==> src/rtl/cla_seq_add_if.sv <==
// Operand/result port bundle for the multi-cycle wide adder sequencer.
// Latency: none (wires only).
// Backpressure: in_valid/in_ready on the operand side, out_valid/out_ready on the result side.
interface cla_seq_add_if #(
  parameter int DW = 64
);
  logic          in_valid;
  logic          in_ready;
  logic [DW-1:0] a;
  logic [DW-1:0] b;
  logic          cin;
  logic          out_valid;
  logic          out_ready;
  logic [DW-1:0] sum;
  logic          cout;
  logic          ovf;

  // Producer/consumer side (drives operands, accepts results)
  modport master (
    output in_valid, a, b, cin, out_ready,
    input  in_ready, out_valid, sum, cout, ovf
  );

  // Sequencer side
  modport slave (
    input  in_valid, a, b, cin, out_ready,
    output in_ready, out_valid, sum, cout, ovf
  );
endinterface

==> src/rtl/cla_seq_add.sv <==
// Wide adder: feeds a DW-bit operand pair through one 32-bit CLA, one slice per cycle, LSB first.
// Latency: accept edge + DW/32 edges until out_valid; one op per DW/32+2 cycles at full rate.
// Backpressure: result held stable while out_ready=0; in_ready is low from accept until result drains.

// 32-bit carry-lookahead adder: 4-bit lookahead groups, group carries chained.
module cla32bits (
  input  logic [31:0] a,
  input  logic [31:0] b,
  input  logic        cin,
  output logic [31:0] s,
  output logic        cout,
  output logic        gen,
  output logic        prop
);
  logic [31:0] g;
  logic [31:0] p;
  logic [31:0] c;
  logic [7:0]  gg;
  logic [7:0]  gp;
  logic [8:0]  gc;
  logic        blk_g;

  // Bit/group generate-propagate, group carries, lookahead bit carries, sum
  always_comb begin
    g     = a & b;
    p     = a ^ b;
    gg    = '0;
    gp    = '0;
    gc    = '0;
    c     = '0;
    blk_g = 1'b0;
    for (int j = 0; j < 8; j++) begin
      gg[j] = g[4*j+3]
            | (p[4*j+3] & g[4*j+2])
            | (p[4*j+3] & p[4*j+2] & g[4*j+1])
            | (p[4*j+3] & p[4*j+2] & p[4*j+1] & g[4*j]);
      gp[j] = &p[4*j +: 4];
    end
    gc[0] = cin;
    for (int j = 0; j < 8; j++) begin
      gc[j+1] = gg[j] | (gp[j] & gc[j]);
    end
    for (int j = 0; j < 8; j++) begin
      c[4*j]   = gc[j];
      c[4*j+1] = g[4*j] | (p[4*j] & gc[j]);
      c[4*j+2] = g[4*j+1] | (p[4*j+1] & g[4*j]) | (p[4*j+1] & p[4*j] & gc[j]);
      c[4*j+3] = g[4*j+2] | (p[4*j+2] & g[4*j+1]) | (p[4*j+2] & p[4*j+1] & g[4*j])
               | (p[4*j+2] & p[4*j+1] & p[4*j] & gc[j]);
    end
    for (int j = 0; j < 8; j++) begin
      blk_g = gg[j] | (gp[j] & blk_g);
    end
    s    = p ^ c;
    cout = gc[8];
    gen  = blk_g;
    prop = &gp;
  end
endmodule

module cla_seq_add #(
  parameter int DW = 64,
  parameter int SW = 32
) (
  input  logic         clk,
  input  logic         rst_n,
  cla_seq_add_if.slave io
);
  localparam int NS = DW / SW;
  localparam int CW = (NS > 1) ? $clog2(NS) : 1;
  localparam logic [CW-1:0] LAST = CW'(NS - 1);

  // The slice adder is a fixed 32-bit CLA; anything else cannot be built.
  generate
    if (SW != 32) begin : g_bad_sw
      $error("cla_seq_add: SW must be 32");
    end
    if ((DW < SW) || ((DW % SW) != 0)) begin : g_bad_dw
      $error("cla_seq_add: DW must be a non-zero multiple of SW");
    end
  endgenerate

  typedef enum logic [1:0] {
    IDLE = 2'd0,
    RUN  = 2'd1,
    DONE = 2'd2
  } state_t;

  state_t        state_q, state_d;
  logic [CW-1:0] cnt_q, cnt_d;
  logic [DW-1:0] a_q, a_d;
  logic [DW-1:0] b_q, b_d;
  logic [DW-1:0] sum_q, sum_d;
  logic          carry_q, carry_d;
  logic          cout_q, cout_d;
  logic          ovf_q, ovf_d;

  int            slice_lo;
  logic [SW-1:0] cla_a;
  logic [SW-1:0] cla_b;
  logic [SW-1:0] cla_s;
  logic          cla_cout;
  logic          cla_gen;
  logic          cla_prop;
  logic          unused_cla;

  // Current slice of the captured operands goes to the adder with the chained carry.
  assign slice_lo = SW * int'(cnt_q);
  assign cla_a    = a_q[slice_lo +: SW];
  assign cla_b    = b_q[slice_lo +: SW];

  cla32bits u_cla (
    .a    (cla_a),
    .b    (cla_b),
    .cin  (carry_q),
    .s    (cla_s),
    .cout (cla_cout),
    .gen  (cla_gen),
    .prop (cla_prop)
  );

  // Group generate/propagate are not needed; carry chains through cout only.
  assign unused_cla = cla_gen ^ cla_prop;

  // Outputs depend on state and registers only, never directly on in_valid/out_ready.
  assign io.in_ready  = (state_q == IDLE);
  assign io.out_valid = (state_q == DONE);
  assign io.sum       = sum_q;
  assign io.cout      = cout_q;
  assign io.ovf       = ovf_q;

  // Next-state: accept in IDLE, one slice per cycle in RUN, hold result in DONE.
  always_comb begin
    state_d = state_q;
    cnt_d   = cnt_q;
    a_d     = a_q;
    b_d     = b_q;
    sum_d   = sum_q;
    carry_d = carry_q;
    cout_d  = cout_q;
    ovf_d   = ovf_q;
    case (state_q)
      IDLE: begin
        if (io.in_valid) begin
          a_d     = io.a;
          b_d     = io.b;
          carry_d = io.cin;
          cnt_d   = '0;
          state_d = RUN;
        end
      end
      RUN: begin
        sum_d[slice_lo +: SW] = cla_s;
        if (cnt_q == LAST) begin
          cout_d  = cla_cout;
          // Same-sign operands whose top sum bit differs from them overflowed.
          ovf_d   = (a_q[DW-1] == b_q[DW-1]) && (cla_s[SW-1] != a_q[DW-1]);
          state_d = DONE;
        end else begin
          carry_d = cla_cout;
          cnt_d   = cnt_q + 1'b1;
        end
      end
      DONE: begin
        if (io.out_ready) begin
          state_d = IDLE;
        end
      end
      default: begin
        state_d = IDLE;
      end
    endcase
  end

  // State and datapath registers; reset discards any partial result.
  always_ff @(posedge clk or negedge rst_n) begin
    if (!rst_n) begin
      state_q <= IDLE;
      cnt_q   <= '0;
      a_q     <= '0;
      b_q     <= '0;
      sum_q   <= '0;
      carry_q <= 1'b0;
      cout_q  <= 1'b0;
      ovf_q   <= 1'b0;
    end else begin
      state_q <= state_d;
      cnt_q   <= cnt_d;
      a_q     <= a_d;
      b_q     <= b_d;
      sum_q   <= sum_d;
      carry_q <= carry_d;
      cout_q  <= cout_d;
      ovf_q   <= ovf_d;
    end
  end
endmodule

==> src/flat_wrapper.sv <==
// flat-port wrapper written by rule: the top's interface ports become plain ports
module cla_seq_add_flat 
#(
  parameter int DW = 64,
  parameter int SW = 32
)
  (clk, rst_n, io_in_valid, io_a, io_b, io_cin, io_out_ready, io_in_ready, io_out_valid, io_sum, io_cout, io_ovf);
  cla_seq_add_if #(.DW(DW)) io_i ();
  input  logic clk;
  input  logic rst_n;
  input wire logic [$bits(io_i.in_valid)-1:0] io_in_valid;
  input wire logic [$bits(io_i.a)-1:0] io_a;
  input wire logic [$bits(io_i.b)-1:0] io_b;
  input wire logic [$bits(io_i.cin)-1:0] io_cin;
  input wire logic [$bits(io_i.out_ready)-1:0] io_out_ready;
  output wire logic [$bits(io_i.in_ready)-1:0] io_in_ready;
  output wire logic [$bits(io_i.out_valid)-1:0] io_out_valid;
  output wire logic [$bits(io_i.sum)-1:0] io_sum;
  output wire logic [$bits(io_i.cout)-1:0] io_cout;
  output wire logic [$bits(io_i.ovf)-1:0] io_ovf;
  assign io_i.in_valid = io_in_valid;
  assign io_i.a = io_a;
  assign io_i.b = io_b;
  assign io_i.cin = io_cin;
  assign io_i.out_ready = io_out_ready;
  assign io_in_ready = io_i.in_ready;
  assign io_out_valid = io_i.out_valid;
  assign io_sum = io_i.sum;
  assign io_cout = io_i.cout;
  assign io_ovf = io_i.ovf;
  cla_seq_add #(.DW(DW), .SW(SW)) u_core (.clk(clk), .rst_n(rst_n), .io(io_i));
endmodule
==> config.mk <==
export PLATFORM = sky130hd
export DESIGN_NAME = cla_seq_add_flat
export DESIGN_NICKNAME = d
export VERILOG_FILES = /design/src/rtl/cla_seq_add_if.sv /design/src/rtl/cla_seq_add.sv /design/src/flat_wrapper.sv
export SDC_FILE = /design/constraint.sdc
export NUM_CORES = 1
export LEC_CHECK = 0
export BUFFER_PORTS_ARGS = -buffer_cell sky130_fd_sc_hd__buf_2
export CAP_MARGIN = 20
export CORE_ASPECT_RATIO = 1.4
export CORE_MARGIN = 2
export CORE_UTILIZATION = 57
export CTS_BUF_LIST = sky130_fd_sc_hd__clkbuf_4 sky130_fd_sc_hd__clkbuf_8
export CTS_CLUSTER_DIAMETER = 50
export DETAILED_ROUTE_END_ITERATION = 7
export PLACE_DENSITY_LB_ADDON = 0.25
export SLEW_MARGIN = 10
export SYNTH_ARGS = -nofsm -noshare
export SYNTH_HDL_FRONTEND = slang
export SYNTH_SLANG_ARGS = --single-unit
export TNS_END_PERCENT = 1
==> constraint.sdc <==
create_clock -name clk -period 5.89 [get_ports clk]
set_clock_uncertainty 0.1 [all_clocks]
set_input_delay 1.4725 -clock clk [delete_from_list [all_inputs] [get_ports clk]]
set_output_delay 1.4725 -clock clk [all_outputs]
set_load 0.05 [all_outputs]
# == Yosys cells after proc, flatten, opt, wreduce, memory -nomap -nowiden ==
# Cells that the tools add are included.
# word_totals
out_inout_bits,68
elab_cells,252
reg_bits,198
# op_classes
n_eq_ne,8
bitwise,203
n_reduce_logical,16
n_addsub,2
n_shift,4
muxes,11
# op_table
operator,count
variable part select 64 x 7 -> 32 bit,2
AND 1 bit,120
OR 1 bit,80
bitwise mux 64 bit,1
"variable shift 32 x 33 -> 64 bit, first input constant",1
variable part select 32 x 33 -> 64 bit,1
XOR 32 bit,2
negation 6 -> 33 bit,1
AND 32 bit,1
AND reduction 4 bit,8
2-to-1 mux 2 bit,3
"!= test 2 bit, second input constant",3
one-hot mux 2 bit (3 select lines),1
AND reduction 2 bit,3
AND reduction 3 bit,2
2-to-1 mux 1 bit,4
one-hot mux 1 bit (2 select lines),2
"== test 2 x 1 -> 1 bit, second input constant",1
"== test 2 bit, second input constant",1
zero test 2 bit,1
"!= test 2 x 1 -> 1 bit, second input constant",1
nonzero test 2 bit,1
"adder 1 bit, second input constant",1
== test 1 bit,1
2 further kinds,2

# == Longest topological paths before layout ==
# Gate-level depths: netlist of the first run.
# depth
ltp_word,24
depth_mapped,17
ltp_nobuf,14

# == Hierarchy ==
# From an unflattened synthesis of the first run, not the netlist that was laid out.
# unflattened
cells_unflattened,709
area_unflattened_um2,9818.2
# modules_own_cells
mod,seq_area_each_um2,area_each_um2,cells_per_inst,instances
cla_seq_add,4954.8,8155.3,504,1
cla32bits,0.0,1662.8,205,1

# == Least setup slack after synthesis of the first run ==
# Ideal clock, no wire load.
# synth_timing
kind,flip-flop to flip-flop
startpoint,reg u_core.cnt_q
endpoint,reg u_core.sum_q[56] (netlist: u_core.io.sum[56])
setup_time_ps,125
arrival_time_ps,3864
path_slack_ps,1802
t_required_ps,5665
stages_incl_launch_ff,15
cell_sequence,dfrtp_1 > clkbuf_1 > clkbuf_1 > clkbuf_1 > mux2_2 > ha_1 > a21oi_1 > nand2_1 > a221oi_2 > a31oi_1 > o21a_1 > or2_1 > a21o_1 > fa_1 > mux2_2
# synth_between
elab_chain_cells,24
elab_cells_between_ends,206
cone_classes,add/sub: 1; shift: 4; mux: 1; bitwise: 193; reduce/logical: 7
# synth_rtl
item,line_no,text
start: declaration,cla_seq_add.sv:89,"logic [CW-1:0] cnt_q, cnt_d;"
start signal: assignment,cla_seq_add.sv:187,cnt_q <= cnt_d;
variable part select 64 x 7 -> 32 bit (on tied branches),"cla_seq_add.sv:108, cla_seq_add.sv:109",
XOR 32 bit / AND 32 bit (equally long branches),"cla_seq_add.sv:26, cla_seq_add.sv:25",
AND 1 bit (on tied branches),"cla_seq_add.sv:34, cla_seq_add.sv:35, cla_seq_add.sv:36",
"OR 1 bit, or another cell as far along",cla_seq_add.sv:34,| (p[4*j+3] & g[4*j+2])
OR 1 bit / AND 1 bit (equally long branches),"cla_seq_add.sv:35, cla_seq_add.sv:36",
OR 1 bit,cla_seq_add.sv:36,| (p[4*j+3] & p[4*j+2] & p[4*j+1] & g[4*j]);
OR 1 bit,cla_seq_add.sv:41,gc[j+1] = gg[j] | (gp[j] & gc[j]);
AND 1 bit,cla_seq_add.sv:41,
[8 not listed],--,
OR 1 bit,cla_seq_add.sv:41,
AND 1 bit,cla_seq_add.sv:41,
OR 1 bit,cla_seq_add.sv:41,
AND 1 bit (on tied branches),"cla_seq_add.sv:45, cla_seq_add.sv:46, cla_seq_add.sv:48",
OR 1 bit (on tied branches),"cla_seq_add.sv:45, cla_seq_add.sv:46, cla_seq_add.sv:48",
XOR 32 bit,cla_seq_add.sv:53,s = p ^ c;
variable part select 32 x 33 -> 64 bit,cla_seq_add.sv:152,sum_d[slice_lo +: SW] = cla_s;
bitwise mux 64 bit *,cla_seq_add.sv:152,
end signal: assignment,cla_seq_add.sv:190,sum_q <= sum_d;
end: declaration,cla_seq_add.sv:92,"logic [DW-1:0] sum_q, sum_d;"
# Every way passes the cells marked *; elsewhere a longest branch is shown, timed or not.
# A chain may end at the register's enable or synchronous reset.

# == Worst setup path after layout of the first run ==
# layout_timing
startpoint,reg u_core.cnt_q
endpoint,reg u_core.sum_q[12] (netlist: u_core.io.sum[12])
# Same word-level chain as after synthesis.

==> metrics.txt, run 1 <==
kind of critical path flip-flop to flip-flop; Synth Area in Simple Gates 5.04%; Setup crit end kind flip-flop; Worst Path Required 6.14 ns; DRT Pass-1 Iters 4; Max Buffers Root-to-Sink 2; DR WL/cell 17.6 um; Rows 55; Synth Flop Type dfrtp_1; syn_area_per_cell 12.8 sq um; Post-synth EDFFs 0; endpoints failing hold 0; leading cell types in the layout, fill and taps excluded mux2_2 (204), buf_2 (199), dfrtp_1 (197), nand2_1 (64), o21ai_0 (56); Area contributors post-synth dfrtp_1 (53%), mux2_2 (25%), ha_1 (4.3%), o21ai_0 (3.0%), nand2_1 (2.6%); IO Pins 201; CP max-delay cell dfrtp_2; Residual DRC 0; Die X 112 um; initial detailed-routing violation count 267; Compound-Gate Fraction of Synth Area 7.38%; Post-Syn Area 9360 sq um; initial antenna violation count 0; Setup violations, final 0; outcome finished clean; first-pass GRT wire length 32100 um; FF-to-FF Start u_core.cnt_q; global route overflow 0; Nets 1098; Worst Hold Launch u_core.io.sum[17]; CP Buf/Inv Count 2; total of max-cap violations 0; cell mode on critical path a21oi_1; layout cells sized above 1 48.9%; max_slew headroom 36.4%; Synth Net Count 906; Yosys reg bits 198; Hold Path Class flip-flop to flip-flop; CTS tree yes; Critical path origin u_core.cnt_q; IO buf count 200; Mapped Cells 733; Num CTS Buffers 17; routed vias/inst 5.50; crit share post-route 76.4%; vias in the first global route 6513; vias after detailed routing 6248; Synth area leader dfrtp_1; sequential fraction of the synthesis area 53.0%; die area 17500 sq um; setup_tns 0 ns; delay of the slowest critical-path stage 0.98 ns; Initial Utilization 58.1%; placer congestion estimate 0.818; # hold bufs at CTS 0; f_max 222 MHz; Period minus WS final 4.50 ns; Synth cell types 45; Worst-path clk slew 0.09 ns; CP startpoint kind flip-flop; clk_lat worst skew 0.47 ns; Post-Synth XOR/XNOR Area 1.97%; ant diodes 0; yosys warns 0; Arr. time, crit path 4.75 ns; RSZ-0062 raised after global routing no; pin count of the biggest net entering global routing 122; Syn-to-layout area delta 17.1%; main combinational cell family by area after synthesis multiplexers; Final HPWL DP 15000 um; remaining antenna violation count 0; Max FO, Critical Path 39; final wirelength 20100 um; multiplexer area fraction after synthesis 24.8%; adder-cell area share of the yosys netlist 5.99%; Layout fillers 1204; gr usage total 23.5%; cell family with most CP delay compound AO/OA/AOI/OAI gates; Die Ht 156 um; Slew Viols, Final 0; area fraction of the dominant cell type after synthesis 53.0%; Worst-Margin Slew 0.954 ns; Post CTS Setup Buffer Count 0; clk sinks 198; H-tree depth 4; Async SR Flop Fraction 100%; CTS root buffer clkbuf_8; cts repair resizes 0; critical-path cell list buf_4 > mux2_2 > ha_1 > a211oi_1 > o21ai_0 > a21oi_1 > inv_1 > a21oi_1 > o21bai_1 > a21oi_1 > o21bai_1 > fa_1 > mux2_2; Core Region 16100 sq um; commonest non-fill, non-tap cell in the layout mux2_2
==> registers in the layout (all words and copies together) (netlist names) <==
name / flops
u_core.a_q: 64
u_core.b_q: 64
u_core.io.cout: 1
u_core.state_q: 2
u_core.io.ovf: 1
u_core.cnt_q: 1
u_core.io.sum: 64
u_core.carry_q: 1
==> area by class of cell <==
| class | instances | area [sq um] | area share, % |
|---|---|---|---|
| clock buffers | 22 | 297 | 2.71 |
| well taps | 199 | 249 | 2.27 |
| clock inverters | 10 | 95.1 | 0.868 |
| repair buffers | 207 | 1070 | 9.81 |
| inverters | 13 | 48.8 | 0.445 |
| flip-flops and latches | 198 | 4960 | 45.2 |
| multi-input cells | 488 | 4240 | 38.7 |
==> per-layer routing <==
layer / global-route usage [%] / share of wire, % / vias to the layer above / routed length, um
met4: 7.38 / 1.7 / 0 / 333
li1: - / - / 2978 / -
met3: 4.51 / 4.3 / 22 / 853
met1: 28.2 / 40 / 3091 / 8110
met5: 0 / 0 / - / 0
met2: 42.6 / 54 / 157 / 10800
==> stage by stage <==
stage	instance area [sq um]	worst slack, ns	instances	hold WS [ns]	utilization (%)
2_1_floorplan	9360	1.80	733	0.375	-
3_3_place_gp	10600	1.54	1105	0.357	65.6
3_5_place_dp	10600	1.40	1105	0.366	65.6
4_1_cts	11000	1.37	1137	0.387	68.0
5_1_grt	11000	1.06	1137	0.411	68.0
6_report	11000	1.39	1137	0.383	68.0
==> synthesized netlist by cell type (all sizes together) (5+ instances only) <==
cell	number
mux2	204
ha	32
fa	8
nor2	11
clkbuf	30
inv	13
nand2	65
o21a	5
xnor2	15
o21ai	66
dfrtp	198
a21oi	23
a21o	8
xor2	6
nand3	7
==> path summary, 6_finish.rpt <==
path / end / slack [ns] / cells past startpoint
worst max-delay path: u_core.io.sum[12] / 1.39 / 13
worst min register to register: u_core.io.sum[17] / 0.38 / 2
worst min-delay path: u_core.io.sum[17] / 0.38 / 2
worst max register to register: u_core.io.sum[12] / 1.39 / 13
min in group asynchronous: u_core.a_q[62] / 1.04 / 1
max in group asynchronous: u_core.a_q[50] / 3.72 / 2
==> logic make-up (layout without fill, tap and decap cells) <==
kind of cell / after synthesis / after routing
buffers and inverters: 47 / 252
xor gates and xnor gates: 21 / 21
DFF: 198 / 198
adders and majority gates: 40 / 40
and+or+nand+nor: 102 / 102
muxes: 206 / 206
AOI/OAI and AO/OA: 119 / 119
==> worst register-to-register path, stage by stage, from the launching register on <==
cell      delay (ns)
dfrtp_2         0.98
buf_4           0.44
mux2_2          0.37
ha_1            0.22
a211oi_1        0.30
o21ai_0         0.25
a21oi_1         0.25
inv_1           0.11
a21oi_1         0.17
o21bai_1        0.11
a21oi_1         0.25
o21bai_1        0.11
fa_1            0.46
mux2_2          0.27
Power of run 1 is left out: the tool's default activity adds up to more than one toggle a clock period on the data nets, which glitch-free logic cannot reach.
==> run 2: changes to the inputs <==
- clock period: 5.89 -> 4.6 ns (I/O delays scaled with it)
==> run 2 against run 1 <==
Worst setup slack lost 0.95 ns. Worst hold slack lost 0.0021 ns. Routed wire length grew 1.3%. Clock-buffer cell count stayed put. Flip-flop and latch count did not move. Design area grew 0.26%. Global-route usage up 0.93 points. Critical endpoint is now u_core.io.sum[56]. Core utilization is 0.18 points higher.
==> metrics.txt, run 2 (same netlist as run 1, synthesis figures left out) <==
Max Buffers Root-to-Sink 2 (unchanged); initial antenna violation count 2 (+2); clk sinks 198 (unchanged); Residual DRC 0 (unchanged); first-pass GRT wire length 33500 um (+4.4%); # hold bufs at CTS 0 (unchanged); f_max 240 MHz (+8.1%); Num CTS Buffers 17 (unchanged); commonest non-fill, non-tap cell in the layout mux2_2; DRT Pass-1 Iters 4 (unchanged); Core Region 16100 sq um (unchanged); max_slew headroom 43.2% (+6.8 points); vias in the first global route 6778 (+4.1%); Arr. time, crit path 4.42 ns (-0.33 ns); setup_tns 0 ns (unchanged); IO Pins 201 (unchanged); kind of critical path flip-flop to flip-flop; remaining antenna violation count 0 (unchanged); leading cell types in the layout, fill and taps excluded mux2_2 (204), buf_2 (199), dfrtp_1 (197), nand2_1 (64), o21ai_0 (56); Hold Path Class flip-flop to flip-flop; die area 17500 sq um (unchanged); CTS root buffer clkbuf_8; Die Ht 156 um (unchanged); vias after detailed routing 6277 (+0.46%); Worst-Margin Slew 0.853 ns (-0.102 ns); Setup crit end kind flip-flop; Rows 55 (unchanged); Die X 112 um (unchanged); total of max-cap violations 0 (unchanged); RSZ-0062 raised after global routing no; final wirelength 20300 um (+1.3%); H-tree depth 4 (unchanged); IO buf count 200 (unchanged); Initial Utilization 58.1% (unchanged); fin util 68.2% (+0.18 points); CP startpoint kind flip-flop; cts repair resizes 0 (unchanged); Worst Path Required 4.85 ns (-1.29 ns); outcome finished clean; placer congestion estimate 0.837 (+2.4%); routed vias/inst 5.51 (+0.20%); Final HPWL DP 15200 um (+1.3%); Post CTS Setup Buffer Count 0 (unchanged); Period minus WS final 4.16 ns (-0.338 ns); global route overflow 0 (unchanged); Slew Viols, Final 0 (unchanged); clk_lat worst skew 0.47 ns (about the same); Setup violations, final 0 (unchanged); Worst-path clk slew 0.09 ns (about the same); DR WL/cell 17.8 um (+1.0%); initial detailed-routing violation count 318 (+19%); Max FO, Critical Path 23 (-41%); crit share post-route 90.5% (+14 points); gr usage total 24.4% (+0.93 points); Syn-to-layout area delta 17.4%; endpoints failing hold 0 (unchanged); layout cells sized above 1 49.0% (+0.11 points); Nets 1100 (+0.18%); pin count of the biggest net entering global routing 98 (-20%); CTS tree yes
## run 2: per-stage QoR
stage / area [sq um] / hold slack [ns] / worst slack (ns) / std cells
after floorplan: 9360 / 0.375 / 0.512 / 733
after global placement: 10600 / 0.357 / 0.595 / 1107
after detailed placement: 10600 / 0.365 / 0.445 / 1107
after CTS: 11000 / 0.385 / 0.418 / 1139
after global routing: 11000 / 0.415 / 0.201 / 1140
final: 11000 / 0.381 / 0.436 / 1140
## run 2: worst paths after layout
| kind | from | end | slack [ns] | cells past startpoint |
|---|---|---|---|---|
| setup / recovery | u_core.cnt_q | u_core.io.sum[56] | 0.44 | 12 |
| hold / removal | u_core.io.sum[32] | u_core.io.sum[32] | 0.38 | 2 |
| setup reg to reg | u_core.cnt_q | u_core.io.sum[56] | 0.44 | 12 |
| hold reg to reg | u_core.io.sum[32] | u_core.io.sum[32] | 0.38 | 2 |
| max in group asynchronous | rst_n | u_core.io.sum[23] | 2.77 | 2 |
| min in group asynchronous | rst_n | u_core.a_q[61] | 0.63 | 1 |
## run 2: layer usage
metal	share of wire, %	vias to the layer above	GRT usage, %
met5	0.039	-	0
met4	2.2	2	9.70
met3	4.8	31	4.12
met2	52	151	42.5
met1	41	3101	30.4
li1	-	2992	-
## run 2: cell type report
class / instances / area, sq um
antenna: 1 / 2.50
clock buffer: 22 / 297
tap: 199 / 249
fill: 1264 / 5120
timing repair buffer: 209 / 1100
clock inverter: 10 / 93.8
inverter: 13 / 48.8
sequential: 198 / 4960
multi-input combinational: 488 / 4240
## run 2: worst max-delay path, stage by stage, from the launching register on
cell and delay (ns):
dfrtp_2 0.69, buf_12 0.24, mux2_2 0.36, ha_1 0.36, a21oi_1 0.28, o21ai_0 0.15
o21ai_1 0.29, a31oi_1 0.20, o21a_1 0.23, or2_1 0.23, a21o_1 0.19, fa_1 0.44
mux2_2 0.27
Power of run 2 is left out for the same reason.
